**src/rtl/sha3_busin_loader_if.sv**
```systemverilog
`default_nettype none
// ============================================================================
//  Module      : iSha3_1600_BusIn
//  Description : 1600-bit SHA3 state bus. Twenty-five 64-bit lanes in five
//                rows (ina..ine) and a single-cycle sample strobe.
//  Revision    : 1.0 - initial release
// ============================================================================
interface iSha3_1600_BusIn;
  logic             sample;
  logic [4:0][63:0] ina;
  logic [4:0][63:0] inb;
  logic [4:0][63:0] inc;
  logic [4:0][63:0] ind;
  logic [4:0][63:0] ine;

  // Loader side drives the state, the permutation core consumes it
  modport controller (output sample, ina, inb, inc, ind, ine);
  modport target     (input  sample, ina, inb, inc, ind, ine);
endinterface
`default_nettype wire

```
**src/rtl/sha3_busin_loader.sv**
```systemverilog
`default_nettype none
// ============================================================================
//  Module      : sha3_busin_loader
//  Description : Collects 25 streamed 64-bit lanes into a 1600-bit SHA3
//                state, then presents it on the BusIn interface with a
//                one-cycle sample strobe once the core is ready.
//                Optional macro SHA3_LOADER_ZEROFILL_EN: in_last ends a block
//                early and zeroes the remaining lanes.
//  Revision    : 1.0 - initial release
// ============================================================================
module sha3_busin_loader (
  input  logic                        clk,
  input  logic                        rst,
  input  logic                        in_valid,
  output logic                        in_ready,
  input  logic [63:0]                 in_lane,
  input  logic                        in_last,
  input  logic                        out_ready,
  iSha3_1600_BusIn.controller         busout,
  output logic [4:0]                  lanes_loaded
);

  localparam logic [0:0] c_FILL     = 1'b0;
  localparam logic [0:0] c_HOLD     = 1'b1;
  localparam logic [4:0] c_LAST_IDX = 5'd24;
  localparam logic [4:0] c_FULL     = 5'd25;

  logic [0:0]        state_q, state_d;
  logic [4:0]        cnt_q,   cnt_d;
  logic [24:0][63:0] lanes_q, lanes_d;
  logic              w_early_end;

`ifdef SHA3_LOADER_ZEROFILL_EN
  assign w_early_end = in_last;
`else
  // in_last has no meaning in this build; tie it off explicitly
  logic unused_in_last;
  assign unused_in_last = in_last;
  assign w_early_end    = 1'b0;
`endif

  // Next-state: capture lanes in FILL, release the block in HOLD
  always_comb begin
    state_d = state_q;
    cnt_d   = cnt_q;
    lanes_d = lanes_q;
    if (state_q == c_FILL) begin
      if (in_valid) begin
        lanes_d[cnt_q] = in_lane;
        if ((cnt_q == c_LAST_IDX) || w_early_end) begin
`ifdef SHA3_LOADER_ZEROFILL_EN
          // Pad the unsent tail of the block with zero lanes
          for (int i = 0; i < 25; i++) begin
            if (5'(i) > cnt_q) begin
              lanes_d[i] = '0;
            end
          end
`endif
          cnt_d   = c_FULL;
          state_d = c_HOLD;
        end else begin
          cnt_d = cnt_q + 5'd1;
        end
      end
    end else begin
      // Stale lanes stay in place; only the counter restarts
      if (out_ready) begin
        state_d = c_FILL;
        cnt_d   = '0;
      end
    end
  end

  // State, counter and lane registers with asynchronous clear
  always_ff @(posedge clk or posedge rst) begin
    if (rst) begin
      state_q <= c_FILL;
      cnt_q   <= '0;
      lanes_q <= '0;
    end else begin
      state_q <= state_d;
      cnt_q   <= cnt_d;
      lanes_q <= lanes_d;
    end
  end

  assign in_ready       = (state_q == c_FILL);
  assign lanes_loaded   = cnt_q;
  assign busout.sample  = (state_q == c_HOLD) && out_ready;
  assign busout.ina     = lanes_q[4:0];
  assign busout.inb     = lanes_q[9:5];
  assign busout.inc     = lanes_q[14:10];
  assign busout.ind     = lanes_q[19:15];
  assign busout.ine     = lanes_q[24:20];

endmodule
`default_nettype wire

```
**src/flat_wrapper.sv**
```systemverilog
// flat-port wrapper written by rule: the top's interface ports become plain ports
module sha3_busin_loader_flat 
  (clk, rst, in_valid, in_ready, in_lane, in_last, out_ready, lanes_loaded, busout_sample, busout_ina, busout_inb, busout_inc, busout_ind, busout_ine);
  iSha3_1600_BusIn busout_i ();
  input  logic clk;
  input  logic rst;
  input  logic in_valid;
  output logic in_ready;
  input  logic [63:0] in_lane;
  input  logic in_last;
  input  logic out_ready;
  output logic [4:0] lanes_loaded;
  output wire logic [$bits(busout_i.sample)-1:0] busout_sample;
  output wire logic [$bits(busout_i.ina)-1:0] busout_ina;
  output wire logic [$bits(busout_i.inb)-1:0] busout_inb;
  output wire logic [$bits(busout_i.inc)-1:0] busout_inc;
  output wire logic [$bits(busout_i.ind)-1:0] busout_ind;
  output wire logic [$bits(busout_i.ine)-1:0] busout_ine;
  assign busout_sample = busout_i.sample;
  assign busout_ina = busout_i.ina;
  assign busout_inb = busout_i.inb;
  assign busout_inc = busout_i.inc;
  assign busout_ind = busout_i.ind;
  assign busout_ine = busout_i.ine;
  sha3_busin_loader u_core (.clk(clk), .rst(rst), .in_valid(in_valid), .in_ready(in_ready), .in_lane(in_lane), .in_last(in_last), .out_ready(out_ready), .busout(busout_i), .lanes_loaded(lanes_loaded));
endmodule
```
**config.mk**
```make
export PLATFORM = sky130hd
export DESIGN_NAME = sha3_busin_loader_flat
export DESIGN_NICKNAME = d
export VERILOG_FILES = /design/src/rtl/sha3_busin_loader_if.sv /design/src/rtl/sha3_busin_loader.sv /design/src/flat_wrapper.sv
export SDC_FILE = /design/constraint.sdc
export NUM_CORES = 2
export LEC_CHECK = 0
export BUFFER_PORTS_ARGS = -buffer_cell sky130_fd_sc_hd__buf_2
export CAP_MARGIN = 40
export CORE_AREA = 2 2 650 652
export DETAILED_ROUTE_END_ITERATION = 7
export DIE_AREA = 0 0 652 654
export PLACE_DENSITY_LB_ADDON = 0.08
export RECOVER_POWER = 50
export SYNTH_ARGS = -nofsm -noshare
export SYNTH_HDL_FRONTEND = slang
export SYNTH_SLANG_ARGS = --single-unit
export TNS_END_PERCENT = 30
```
**constraint.sdc**
```tcl
create_clock -name clk -period 61.5 [get_ports clk]
set_input_delay 18.45 -clock clk [delete_from_list [all_inputs] [get_ports clk]]
set_output_delay 18.45 -clock clk [all_outputs]
set_load 0.05 [all_outputs]
```
# Word level (Yosys, flattened, before mapping)
# Cells that the tools add are included.
[word_totals]
out_inout_bits = 1607
inputBits = 69
ff_bits = 1606
elab_cells = 49
[classes]
n_mux = 11
eq_ne = 2
bitwise = 1
add_sub_neg = 1
n_reduce_logical = 5
n_lt_le_gt_ge = 2
[op_table]
columns = ["cell", "count"]
rows = [
  ["bitwise mux 1600 bit", 1],
  ["demux 64 bit (select 5 bit)", 1],
  ["two-way mux 64 bit", 1],
  ["two-way mux 5 bit", 4],
  ["less-than comparator 5 x 6 -> 1 bit (second input constant)", 1],
  ["adder 5 x 1 -> 5 bit (second input constant)", 1],
  ["== test 5 bit (second input constant)", 1],
  [">= comparator 5 x 1 -> 1 bit (second input constant)", 1],
  ["two-way mux 1 bit", 4],
  ["AND reduction 2 bit", 2],
  ["logical AND 1 bit", 2],
  ["inequality test 2 bit (second input constant)", 1],
  ["nonzero test 2 bit", 1],
  ["inverter 1 bit", 1],
]

# Logic depth before layout (Yosys ltp)
[logic_depth]
word_depth = 5
depth_mapped = 7
depth_no_buf = 5

# Worst setup path after synthesis
# Ideal clock, no wire load.
[synth_timing]
kind = "input to output"
startpoint = "input out_ready"
endpoint = "output busout_sample"
n_path_buf = 0
required_ns = 43.050
t_arrival_ns = 18.813
setup_slack_ns = 24.237
cell_stages = 2
cell_sequence = "nand2_1 -> inv_1"
[synth_via]
elab_chain_cells = 1
[synth_rtl]
columns = ["element", "line_no", "text"]
rows = [
  ["start, declared", "flat_wrapper.sv:11", "input logic out_ready;"],
  ["logical AND 1 bit", "sha3_busin_loader.sv:89", "assign busout.sample = (state_q == c_HOLD) && out_ready;"],
  ["end, declared", "flat_wrapper.sv:13", "output wire logic [$bits(busout_i.sample)-1:0] busout_sample;"],
]
# No other way between the ends.

# Worst setup path after layout
# Ends and elaborated chain as after synthesis.

==> flow_summary.yaml <==
clocking:
  cts_sinks: 1606
  cts_setup_buffers: 0
  cts_tree: "yes"
  ctsHoldBuffers: 0
  numCtsBuffers: 210
  clkSlewWorstSetupHoldPaths_ps: 60
  cts.path.max_buffers: 4
  cts_resized: 0
  worstSkewPairLatency_ps: 930
  htreeDepth: 4
  cts_root_buf: "clkbuf_16"
finish:
  fillers: 45620
  layout-drive-gt1-share_pct: 52.54
  nets: 5367
  area_delta_synth_final_pct: 35.27
  design_area_mm2: 0.08141
floorplanning:
  rows: 238
  die_w_um: 652
  initial_core_util_pct: 14.35
  ios: 1676
  die_area_mm2: 0.4264
  die_h_um: 654
  coreArea_mm2: 0.4193
hold_path:
  hold_start: "u_core.busout.inb[293]"
  min_path_type: "flip-flop to flip-flop"
  hold_depth: 1
placement:
  routabilityCongestion: 0.7258
  dp_hpwl_um: 230700
  placed_area_mm2: 0.07593
  port_buffers: 1674
worst_setup_path:
  required_ps: 43050
  path_cells: "buf_2 > nand2_1 > inv_1 > buf_2"
  timing.rr.end: "u_core.busout.inb[252]"
  worstSetupEndpoint: "busout_sample"
  cp_slowest_stage_delay_ps: 330
  reg2reg_slack_ps: 54800
  r2r_cells: 7
  timing.rr.start: "u_core.lanes_loaded[0]"
  cp_top_family: "buffers and inverters"
  path_max_fanout: 3
  critPathKind: "input pin to output pin"
  path_buf_inv: 3
  path_depth: 4
  critPathLaunchType: "input pin"
  cp-end-kind: "output pin"
  critPathArrivalTime_ps: 19230
  startpoint: "out_ready"
  cpMaxStageDelayCell: "buf_2"
  crit_top_cell: "buf_2"
synthesis:
  ys_seq_area_share_pct: 66.77
  synth_compound_area_share_pct: 0.08524
  synthXorXnorAreaFrac_pct: 0
  synthAdderAreaFrac_pct: 0.08316
  syn_nets: 3640
  synth_cell_type_count: 38
  syn-mean-instance-area_um2: 16.87
  synth.ff_latch_count: 1606
  synth_top_family_by_area: "multiplexers"
  yosys_warnings: 0
  synth-simple-area-share_pct: 0.6673
  syn_area_mm2: 0.06019
  synthCells: 3567
  synth_mux_area_share_pct: 29.95
timing:
  fin_setup_tns_ps: 0
  slew_headroom_pct: -440.3
  finalSetupViolCount: 0
  fin_skew_ps: 67.10
  fin_crit_ps: 37680
  tightestPinTransition_ps: 8105
  slew_viol_final: 1690
  hold_viol: 0
  rsz0062_at_grt: "no"
  final.period_utilization_pct: 61.27
  fmax_mhz: 26.54
  whs_ps: 483.8
job:
  cap_violations: 47
global_route:
  grt-ovfl-total: 0
  grt_use_total_pct: 14.40
  grt_pass1_vias: 39950
  grt_pass1_wl_um: 413000
  grt_max_degree: 141
  antenna_found_initial: 34
detailed_routing:
  drt_pass1_iterations: 4
  drt_iter0_markers: 1410
  remaining_drc_errors: 0
  routed_wl_um: 318400
  vias: 38140
  vias_per_cell: 3.470
  detail_route.wl_per_cell_um: 28.97
  ant_nets: 0
run_status:
  status: "finished with violations"
  violations: "capacitance limit, slew limit"
==> flip-flops by register name, summed over array words and instances, names as in the netlist <==
register	cells
u_core.busout.ind	320
u_core.busout.inb	320
u_core.busout.inc	320
u_core.lanes_loaded	5
u_core.state_q	1
u_core.busout.ina	320
u_core.busout.ine	320
==> placed cells by master, fill, tap and decap left out, types with 5 or more instances in the layout <==
| master | synthesis | final |
|---|---|---|
| clkbuf_1 | 128 | 764 |
| bufinv_16 | 0 | 12 |
| diode_2 | 0 | 15 |
| dfrtp_1 | 1606 | 1606 |
| inv_1 | 7 | 6 |
| buf_4 | 35 | 49 |
| buf_16 | 0 | 9 |
| nand2_1 | 12 | 17 |
| mux2_1 | 155 | 155 |
| clkbuf_16 | 0 | 212 |
| clkbuf_8 | 0 | 47 |
| inv_6 | 0 | 5 |
| clkinv_2 | 0 | 34 |
| buf_12 | 0 | 28 |
| nor2b_1 | 7 | 7 |
| mux2_2 | 1445 | 1445 |
| buf_2 | 119 | 1012 |
==> worst min path at each step <==
stage                                        end
after floorplan           u_core.lanes_loaded[3]
after CTS                 u_core.busout.ine[269]
after global placement    u_core.busout.inb[216]
after detailed placement  u_core.busout.ine[285]
final                     u_core.busout.inb[293]
after global routing      u_core.busout.inb[204]
==> metal layers <==
| layer | routed length (µm) | vias to the layer above | global-route usage, % |
|---|---|---|---|
| li1 | - | 16030 | - |
| met1 | 113200 | 20490 | 15.11 |
| met2 | 166900 | 1265 | 26.66 |
| met3 | 26980 | 346 | 5.188 |
| met4 | 11310 | 2 | 4.339 |
| met5 | 14 | - | 0 |
==> through the flow <==
step / instances / utilization [%] / setup slack [ps]
global placement: 10560 / 17.86 / 23800
detailed placement: 10600 / 18.11 / 23790
global route: 10980 / 19.41 / 23760
finish: 10990 / 19.42 / 23820
floorplan: 3567 / - / 20800
CTS: 10970 / 19.75 / 23790
==> cells in the mapped netlist <==
| master | n | area, µm² |
|---|---|---|
| a211oi_1 | 1 | 7.510 |
| a21oi_1 | 1 | 5.000 |
| a32o_1 | 1 | 10.01 |
| a41oi_1 | 1 | 8.760 |
| and2b_1 | 1 | 7.510 |
| and3_1 | 2 | 12.51 |
| and4_1 | 3 | 26.28 |
| and4bb_1 | 1 | 12.51 |
| and4bb_2 | 3 | 37.54 |
| buf_2 | 119 | 595.6 |
| buf_4 | 35 | 262.8 |
| buf_6 | 9 | 101.4 |
| clkbuf_1 | 128 | 480.5 |
| dfrtp_1 | 1606 | 40190 |
| ha_1 | 4 | 50.05 |
| inv_1 | 7 | 26.28 |
| mux2_1 | 155 | 1745 |
| mux2_2 | 1445 | 16270 |
| mux2i_1 | 1 | 10.01 |
| nand2_1 | 12 | 45.04 |
| nand2_2 | 3 | 18.77 |
| nand2_4 | 2 | 22.52 |
| nand2b_1 | 1 | 6.260 |
| nand3_1 | 1 | 5.000 |
| nand3b_1 | 1 | 7.510 |
| nand4_1 | 2 | 12.51 |
| nand4_2 | 2 | 25.02 |
| nand4b_1 | 1 | 8.760 |
| nand4bb_1 | 1 | 11.26 |
| nand4bb_4 | 1 | 27.53 |
| nor2_2 | 3 | 18.77 |
| nor2_4 | 2 | 22.52 |
| nor2b_1 | 7 | 43.79 |
| nor4b_4 | 1 | 23.77 |
| o211ai_1 | 1 | 7.510 |
| o21ai_0 | 1 | 5.000 |
| o31ai_1 | 1 | 7.510 |
| or2_2 | 1 | 6.260 |
==> area by class of cell <==
cell class,instances,area (µm²),area share (%)
clock inverter,58,721.9,0.8868
tap,5520,6907,8.483
multi-input combinational,1663,18470,22.69
timing repair buffer,1806,8899,10.93
inverter,7,27.53,0.03381
clock buffer,315,6162,7.569
sequential,1606,40190,49.36
antenna,15,37.54,0.04611
==> cells by family (layout without fill, tap and decap cells) <==
kind of cell	Yosys count	count (layout)
AND/OR/NAND/NOR	51	51
buffers and inverters	298	2186
multiplexers	1601	1601
flip-flops	1606	1606
other	0	15
adder cells (fa/ha/maj)	4	4
AO/OA/AOI/OAI	7	7
Power is not shown: default switching activity piles up to over one toggle a cycle in this logic, so the estimate is an artifact.
